--- config.mk ---
export PLATFORM = sky130hd
export DESIGN_NAME = bus_driver_arbiter
export DESIGN_NICKNAME = d
export VERILOG_FILES = /design/src/rtl/bus_driver_arbiter.sv
export SDC_FILE = /design/constraint.sdc
export NUM_CORES = 1
export LEC_CHECK = 0
export ABC_AREA = 1
export CAP_MARGIN = 10
export CORE_MARGIN = 2
export CORE_UTILIZATION = 25
export CTS_BUF_LIST = sky130_fd_sc_hd__clkbuf_8 sky130_fd_sc_hd__clkbuf_16
export CTS_CLUSTER_DIAMETER = 100
export DETAILED_ROUTE_END_ITERATION = 10
export DONT_BUFFER_PORTS = 1
export PLACE_DENSITY = 0.4
export SKIP_CTS_REPAIR_TIMING = 1
export SYNTH_ARGS = -nofsm -noshare
export SYNTH_HDL_FRONTEND = slang
export SYNTH_SLANG_ARGS = --single-unit
--- constraint.sdc ---
create_clock -name clk -period 1.91 [get_ports clk]
set_clock_uncertainty 0.1 [all_clocks]
set_input_delay 0 -clock clk [delete_from_list [all_inputs] [get_ports clk]]
set_output_delay 0 -clock clk [all_outputs]
set_load 0.05 [all_outputs]
--- src/rtl/bus_driver_arbiter.sv ---
// bus_driver_arbiter: round-robin owner of four tri-state bus drivers with turnaround gap and hold limit
module bus_driver_arbiter #(
    parameter int unsigned TURN_CYCLES = 1,
    parameter int unsigned MAX_HOLD    = 0
) (
    input  logic       clk,
    input  logic       reset,
    input  logic [3:0] req,
    output logic [3:0] grant,
    output logic [3:0] oen,
    output logic       busy,
    output logic       timeout
);
    typedef enum logic [1:0] {IDLE, OWN, TURN} state_t;
    state_t     state_q, state_d;
    logic [3:0] grant_q, grant_d;
    logic [1:0] last_q, last_d;
    logic [1:0] owner_q, owner_d;
    logic [1:0] pick, idx;
    logic [7:0] hold_q, hold_d;
    logic [3:0] turn_q, turn_d;
    logic       timeout_q, timeout_d;
    logic       own_req, hold_full, rel_drop, rel_to;
    assign own_req   = req[owner_q];
    assign hold_full = (MAX_HOLD != 0) && (hold_q == 8'(MAX_HOLD));
    assign rel_drop  = (state_q == OWN) && !own_req;
    assign rel_to    = (state_q == OWN) && own_req && hold_full;
    // rotating priority search from last+1; nearer hits overwrite farther ones, last itself ranks lowest
    always_comb begin
        pick = last_q;
        idx  = '0;
        for (int k = 4; k >= 1; k--) begin
            idx = last_q + 2'(k);
            if (req[idx]) pick = idx;
        end
    end
    // state register and registered outputs; reset drops the driver enables without waiting for a clock
    always_ff @(posedge clk or posedge reset) begin
        if (reset) begin
            state_q   <= IDLE;
            grant_q   <= 4'b0000;
            last_q    <= 2'd3;
            owner_q   <= 2'd0;
            hold_q    <= 8'd0;
            turn_q    <= 4'd0;
            timeout_q <= 1'b0;
        end else begin
            state_q   <= state_d;
            grant_q   <= grant_d;
            last_q    <= last_d;
            owner_q   <= owner_d;
            hold_q    <= hold_d;
            turn_q    <= turn_d;
            timeout_q <= timeout_d;
        end
    end
    // next state: a req drop wins over the hold limit, both lead through the turnaround
    always_comb begin
        state_d = state_q;
        case (state_q)
            IDLE:    state_d = |req ? OWN : IDLE;
            OWN:     state_d = (rel_drop || rel_to) ? TURN : OWN;
            TURN:    state_d = (turn_q <= 4'd1) ? IDLE : TURN;
            default: state_d = IDLE;
        endcase
    end
    // next values of grant, pointers, counters and the timeout pulse
    always_comb begin
        grant_d   = (state_d != OWN) ? 4'b0000 : (state_q == IDLE) ? (4'b0001 << pick) : grant_q;
        owner_d   = (state_q == IDLE) ? pick : owner_q;
        last_d    = (rel_drop || rel_to) ? owner_q : last_q;
        hold_d    = (state_d != OWN) ? 8'd0 : (state_q == IDLE) ? 8'd1 : (hold_q == 8'hff) ? hold_q : hold_q + 8'd1;
        turn_d    = (rel_drop || rel_to) ? 4'(TURN_CYCLES) : (state_q == TURN) ? turn_q - 4'd1 : 4'd0;
        timeout_d = rel_to;
    end
    assign grant   = grant_q;
    assign oen     = ~grant_q;
    assign busy    = state_q != IDLE;
    assign timeout = timeout_q;
endmodule

==> Word-level counts from Yosys, hierarchy flattened <==
Index checks and enable logic that the tools add are counted.
{ "op_classes": {"n_eq_ne": 3, "n_addsub": 4, "shift": 1, "reduce_logical": 6, "order_cmp": 5, "muxes": 19, "bitwise_logic": 1} }
{ "ops": {"columns": ["operator", "n"], "rows": [
  ["4-bit two-way mux", 4],
  ["2-bit by 3-bit less-than comparator with 1-bit output, second input constant", 4],
  ["2-bit two-way mux", 5],
  ["1-bit binary-select mux with 2-bit select", 4],
  ["2-bit one-hot mux with 3 select lines", 1],
  ["1-bit two-way mux", 5],
  ["2-bit adder, second input constant", 2],
  ["4-bit by 1-bit less-or-equal comparator with 1-bit output, second input constant", 1],
  ["4-bit NOT", 1],
  ["2-bit nonzero test", 2],
  ["4-bit OR reduction", 1],
  ["1-bit by 2-bit left shift with 4-bit output, first input constant", 1],
  ["4-bit by 1-bit subtractor with 4-bit output, second input constant", 1],
  ["2-bit by 1-bit adder with 2-bit output, second input constant", 1],
  ["2-bit by 1-bit == test with 1-bit output, second input constant", 1],
  ["2-bit == test, second input constant", 1],
  ["2-bit logical NOT", 1],
  ["2-bit by 1-bit inequality test with 1-bit output, second input constant", 1],
  ["1-bit logical AND", 1],
  ["1-bit logical NOT", 1]
]} }
{ "totals": {"wordCells": 44, "output_inout_bits": 10, "in_bits": 6, "reg_bits": 14} }

==> Logic depth before layout (Yosys ltp) <==
Gate-level depths: netlist (run 1).
{ "logic_depth": {"depth_word": 9, "mapped_depth": 13, "depth_no_buf": 12} }

==> Worst setup path before layout (run 1) <==
No wires, ideal clock.
{ "synth_timing": {"path_type": "register -> register", "startpoint": "reg last_q[0]", "endpoint": "reg owner_q[1]", "synth_period_minus_slack_ps": 1532, "t_arrival_ps": 1304, "n_path_buf": 1, "slack_ps": 378, "path_stages_with_launch": 12, "cell_sequence": "dfstp_2 -> buf_6 -> inv_4 -> nand2_1 -> nand2_1 -> nand2_1 -> nand2_2 -> nor2_1 -> nand2_1 -> nand2_2 -> nor2_2 -> o21bai_1"} }
{ "synth_between": {"elab_chain_len": 6, "elab_cells_between_ends": 12, "classes_between": "add/sub: 3; mux: 9"} }
{ "synth_rtl": {"columns": ["item", "line_no", "rtl"], "rows": [
  ["start, declared", "17", "logic [1:0] last_q, last_d;"],
  ["start signal, assigned", "50", "last_q <= last_d;"],
  ["2-bit adder", "33", "idx = last_q + 2'(k);"],
  ["1-bit binary-select mux with 2-bit select", "34", "if (req[idx]) pick = idx;"],
  ["1-bit two-way mux (implied by the code)", "34", null],
  ["2-bit two-way mux (2 in a row)", "34", null],
  ["2-bit two-way mux *", "34", null],
  ["end signal, assigned", "51", "owner_q <= owner_d;"],
  ["end, declared", "18", "logic [1:0] owner_q, owner_d;"]
]} }
Mark *: on every way between the ends. The rest lies on a longest branch, timed or not. The select of a mux whose other input is x is not followed.
A chain may end at the register's enable or synchronous reset.

==> Worst setup path after layout (run 1) <==
Same ends and word-level chain as after synthesis.

==> results of run 1 <==
## area by class of cell
class | instances | area share, %
clock buffers | 4 | 5.66
inverters | 15 | 6.30
multi-input cells | 85 | 42.8
flip-flops and latches | 14 | 36.2
well taps | 46 | 5.91
repair buffers | 3 | 3.08
## critical path: stages (launching register included)
cell and delay (ns):
dfstp_2 0.65, inv_4 0.07, nand2_1 0.08, nand2_1 0.07, nand2_1 0.08, nand2_2 0.06
nor2_1 0.08, nand2_1 0.07, nand2_2 0.10, nor2_2 0.05, o21bai_1 0.16
## sequential cells by signal (all words and copies together) (netlist names)
register	cells
state_q	2
last_q	2
turn_q	4
grant	4
owner_q	2
## routing by layer
metal / up-vias / global-route usage [%] / share of wire [%]
met5: - / 0 / 0
met4: 0 / 4.17 / 0.76
met3: 2 / 2.72 / 3.4
met2: 11 / 17.4 / 48
met1: 339 / 11.6 / 47
li1: 373 / - / -
## path summary, 6_finish.rpt
path | from | to | slack [ns]
worst max-delay path | last_q[0] | owner_q[1] | 0.23
worst min register to register | turn_q[0] | turn_q[0] | 0.41
worst min-delay path | req[2] | last_q[0] | 0.09
worst max register to register | last_q[0] | owner_q[1] | 0.23
max in group asynchronous | reset | last_q[0] | 1.19
min in group asynchronous | reset | state_q[1] | 0.15
## cell families after synthesis
group / count (synthesis) / synth area share, %
AO/OA/AOI/OAI: 8 / 5.45
XOR/XNOR: 1 / 1.03
adder cells (fa/ha/maj): 2 / 2.95
buffers and inverters: 17 / 9.43
flip-flops: 14 / 41.5
other: 1 / 0.441
AND/OR/NAND/NOR: 73 / 39.2
## cell usage in the layout, fill, tap and decap left out
| cell | instances |
|---|---|
| xnor2_1 | 1 |
| nor2_2 | 1 |
| nand2_2 | 8 |
| dfrtp_1 | 12 |
| nor2_1 | 9 |
| clkbuf_8 | 4 |
| o21ai_2 | 1 |
| o21ai_0 | 4 |
| nand2_1 | 36 |
| o21bai_1 | 1 |
| inv_4 | 2 |
| nor2_4 | 1 |
| conb_1 | 1 |
| dlygate4sd3_1 | 3 |
| nand3_1 | 11 |
| inv_2 | 2 |
| nand4_1 | 2 |
| clkinv_1 | 1 |
| nor4_1 | 1 |
| dfstp_2 | 2 |
| nor3_1 | 2 |
| o21ai_1 | 1 |
| a21oi_1 | 1 |
| inv_1 | 10 |
| ha_1 | 2 |
| and3_1 | 1 |
| or2_2 | 1 |
## metrics by stage
step	utilization [%]	instance area, sq um
finish	29.4	973
detailed placement	26.8	888
global route	29.4	973
floorplan	-	850
CTS	28.5	943
global placement	26.8	888
==> results.json, run 1 <==
{
  "ys_ff_latch": 14,
  "syn_avg_cell_area_sq_um": 7.32,
  "grt_pass1_wl_um": 3110,
  "initial_core_util_pct": 25.7,
  "whs_ns": 0.0887,
  "period_share_pct": 88.2,
  "hpwl_um": 1420,
  "vias": 725,
  "maxSlewViolCount": 0,
  "clock_tree.root_cell": "clkbuf_8",
  "hold_path_depth": 5,
  "area.growth.synth_to_final_pct": 14.6,
  "cts_inserted_buffers": 3,
  "synth-edff-count": 0,
  "synthTopCellsByCount": "36 x nand2_1, 12 x dfrtp_1, 11 x nand3_1",
  "hold_path_class": "in -> reg",
  "criticalPathCategory": "reg -> reg",
  "die_w_um": 62.3,
  "async_flop_share_pct": 100,
  "drc": 0,
  "routedWlPerCell_um": 11.0,
  "post-place-cells": 160,
  "fin_crit_ns": 1.68,
  "required_ns": 1.93,
  "drive_gt1_share_pct": 18.2,
  "overflow": 0,
  "status": "complete, no violations",
  "synth_cell_type_count": 27,
  "worst_pin_slew_ns": 0.560,
  "synthTopCellsByArea": "dfrtp_1 35%, nand2_1 16%, nand3_1 6.5%",
  "setup_ws_ns": 0.225,
  "core_area_sq_um": 3310,
  "cp_max_fo": 10,
  "finalHoldViolCount": 0,
  "endpoint_kind": "flip-flop",
  "drt_iter0_drc": 54,
  "h-tree-depth": 1,
  "ant_nets": 0,
  "fin_nets": 130,
  "netlist_area_sq_um": 850,
  "cts.sinks": 14,
  "rows": 21,
  "io_buffers": 0,
  "antenna_found_initial": 0,
  "dpl_worst_slack_ns": 0.227,
  "ioPinCount": 16,
  "synth.most_common_cell": "nand2_1",
  "diodes": 0,
  "yosysSeqAreaShare_pct": 41.5,
  "fill_cells": 377,
  "firstDrtPassIters": 4,
  "max-slew-margin-rel_pct": 62.6,
  "die_h_um": 62.3,
  "synth_nets": 124,
  "ff2ff_path_depth": 10,
  "synth_top_area_share_pct": 35.3,
  "ys.flop_type": "dfrtp_1",
  "first_global_vias": 704,
  "gp_congestion": 0.707,
  "drv_cap": 0,
  "rsz0062_at_grt": "no",
  "final-seq-area_sq_um": 353,
  "finalWirelength_um": 1840,
  "setup_tns_ns": 0,
  "setup_viol": 0,
  "clkTransAtPathRegs_ns": 0.06,
  "setup.worst_path.start_class": "flip-flop",
  "synth_top_area_cell": "dfrtp_1",
  "layoutNonFillerInstCount": 167,
  "die_area_sq_um": 3880,
  "clk_latency_ns": 0.24,
  "ys_warn_count": 0,
  "fmax_ghz": 0.594,
  "cts_tree": "built",
  "viasPerCell": 4.34,
  "grt_max_degree": 15,
  "grt_use_total_pct": 10.0,
  "multi_input_area_sq_um": 417,
  "cts_max_path_buffers": 2,
  "critPathArrivalTime_ns": 1.70,
  "netlist_instances": 116
}
Power of run 1 is not shown: default switching activity piles up to over one toggle a cycle in this logic, so the estimate is an artifact.
==> run 2: changes to the inputs <==
ABC_AREA = unset   (was 1)
==> results.json, run 2 <==
{
  "ioPinCount": 16,
  "die_w_um": 58.2,
  "layoutNonFillerInstCount": 113,
  "drv_cap": 0,
  "synthTopCellsByCount": "12 x dfrtp_1, 9 x inv_1, 9 x nor2_1",
  "rows": 19,
  "drive_gt1_share_pct": 19.5,
  "switching_share_pct": 46.8,
  "synthTopCellsByArea": "dfrtp_1 41%, dfstp_2 7.1%, inv_1 4.6%",
  "endpoint_kind": "flip-flop",
  "criticalPathCategory": "reg -> reg",
  "netlist_instances": 73,
  "yosysSeqAreaShare_pct": 48.0,
  "synth_top_area_share_pct": 40.8,
  "drc": 0,
  "crit_chain": "nand2b_1, o21ai_0, a221oi_1, a32o_1",
  "period_share_pct": 87.9,
  "gp_congestion": 0.782,
  "cts_tree": "built",
  "clkTransAtPathRegs_ns": 0.06,
  "grt_max_degree": 15,
  "cts_inserted_buffers": 3,
  "fin_crit_ns": 1.68,
  "firstDrtPassIters": 3,
  "initial_core_util_pct": 26.5,
  "netSwitchingPower_mw": 0.834,
  "internal-power_mw": 0.949,
  "synth.most_common_cell": "dfrtp_1",
  "worst_pin_slew_ns": 0.538,
  "setup.worst_path.start_class": "flip-flop",
  "grt_use_total_pct": 9.99,
  "power_density_nw_per_um2": 2030,
  "clock_tree.root_cell": "clkbuf_8",
  "h-tree-depth": 1,
  "setup_viol": 0,
  "cp_max_fo": 5,
  "syn_avg_cell_area_sq_um": 10.1,
  "cts_max_path_buffers": 2,
  "critPathArrivalTime_ns": 1.76,
  "status": "complete, no violations",
  "die_area_sq_um": 3390,
  "vias": 532,
  "pwr-share-comb_pct": 44.8,
  "die_h_um": 58.2,
  "mostFrequentLayoutCells": "12 x dfrtp_1, 9 x nor2_1, 9 x inv_1, 6 x o21ai_0",
  "routedWlPerCell_um": 13.4,
  "hold_path_class": "in -> reg",
  "ys_ff_latch": 14,
  "ys.flop_type": "dfrtp_1",
  "p_clk_share_pct": 16.2,
  "r2r-start": "last_q[0]",
  "synth_top_area_cell": "dfrtp_1",
  "diodes": 0,
  "synth_cell_type_count": 29,
  "slowest_delay_ns": 0.56,
  "netlist_area_sq_um": 736,
  "sequentialPowerShare_pct": 38.9,
  "power.total_mw": 1.78,
  "slowest_stage": "dfstp_2",
  "area.growth.synth_to_final_pct": 19.4,
  "finalHoldViolCount": 0,
  "cts.sinks": 14,
  "leakage_nw": 0.392,
  "ir_worst_vdd_mv": 1.14,
  "io_buffers": 0,
  "core_area_sq_um": 2780,
  "async_flop_share_pct": 100,
  "max-slew-margin-rel_pct": 64.1,
  "first_global_vias": 518,
  "synth_nets": 81,
  "clk_latency_ns": 0.24,
  "viasPerCell": 4.71,
  "maxSlewViolCount": 0,
  "rsz0062_at_grt": "no",
  "antenna_found_initial": 0,
  "min_from": "req[1]",
  "post-place-cells": 106,
  "cp_num_buf_inv": 0,
  "final_common_cell": "dfrtp_1",
  "synth-edff-count": 0,
  "fmax_ghz": 0.596,
  "startpoint": "last_q[0]",
  "ys_warn_count": 0,
  "required_ns": 1.99,
  "cp_top_family": "compound AO/OA/AOI/OAI gates",
  "hpwl_um": 1160,
  "grt_pass1_wl_um": 2380,
  "finalWirelength_um": 1520,
  "overflow": 0,
  "fin_nets": 91,
  "setup_tns_ns": 0,
  "ant_nets": 0,
  "drt_iter0_drc": 13
}
==> run 2: worst paths after layout <==
path / depth (start not counted) / slack (ns) / end
setup / recovery: 4 / 0.23 / grant[0]
hold reg to reg: 1 / 0.37 / state_q[0]
min in group asynchronous: 2 / 0.13 / turn_q[3]
hold / removal: 4 / 0.04 / grant[2]
setup reg to reg: 4 / 0.23 / grant[0]
max in group asynchronous: 2 / 1.21 / last_q[1]
==> run 2: layout make-up <==
cell class | instances | area (sq um)
multi-input cells | 48 | 338
flip-flops and latches | 14 | 353
inverters | 9 | 33.8
well taps | 31 | 38.8
fillers | 304 | 1900
repair buffers | 7 | 60.1
clock buffers | 4 | 55.1
==> run 2: worst reg2reg max path, delay by kind of cell (launching register included) <==
| family | cells | cell delay [ns] |
|---|---|---|
| flip-flops | 1 | 0.56 |
| AO/OA/AOI/OAI | 3 | 0.83 |
| AND/OR/NAND/NOR | 1 | 0.12 |
==> run 2: kinds of logic after synthesis <==
group / Yosys count / synth area share, %
AOI/OAI and AO/OA: 16 / 15.1
buffers and inverters: 11 / 6.12
DFF: 14 / 48.0
adders and majority gates: 2 / 3.40
and+or+nand+nor: 24 / 17.3
muxes: 3 / 7.14
other: 1 / 0.510
xor gates and xnor gates: 2 / 2.38
==> run 2: routing by layer <==
| layer | global-route usage, % | vias to the layer above | wire [um] |
|---|---|---|---|
| li1 | - | 268 | - |
| met1 | 12.3 | 254 | 728 |
| met2 | 14.9 | 8 | 699 |
| met3 | 4.24 | 2 | 72 |
| met4 | 4.98 | 0 | 17 |
| met5 | 0 | - | 0 |
==> run 2: metrics by stage <==
stage	hold slack [ns]	util (%)	area [sq um]	setup WS, ns
after CTS	-0.393	30.5	848	0.215
after floorplan	-0.212	-	736	0.196
after detailed placement	-0.126	28.5	793	0.221
final	0.0373	31.6	878	0.231
after global placement	-0.131	28.5	793	0.212
after global routing	0.0906	31.6	878	0.0521
==> run 2: power by group through the flow <==
stage / combinational (mW) / sequential [mW] / clock [mW]
3_3_place_gp: 0.811 / 0.703 / 0
2_1_floorplan: 0.654 / 0.672 / 0
6_report: 0.799 / 0.694 / 0.290
3_5_place_dp: 0.808 / 0.704 / 0
4_1_cts: 0.812 / 0.698 / 0.301
5_1_grt: 0.878 / 0.717 / 0.315
Note: power is estimated with default switching activity, not from simulation.
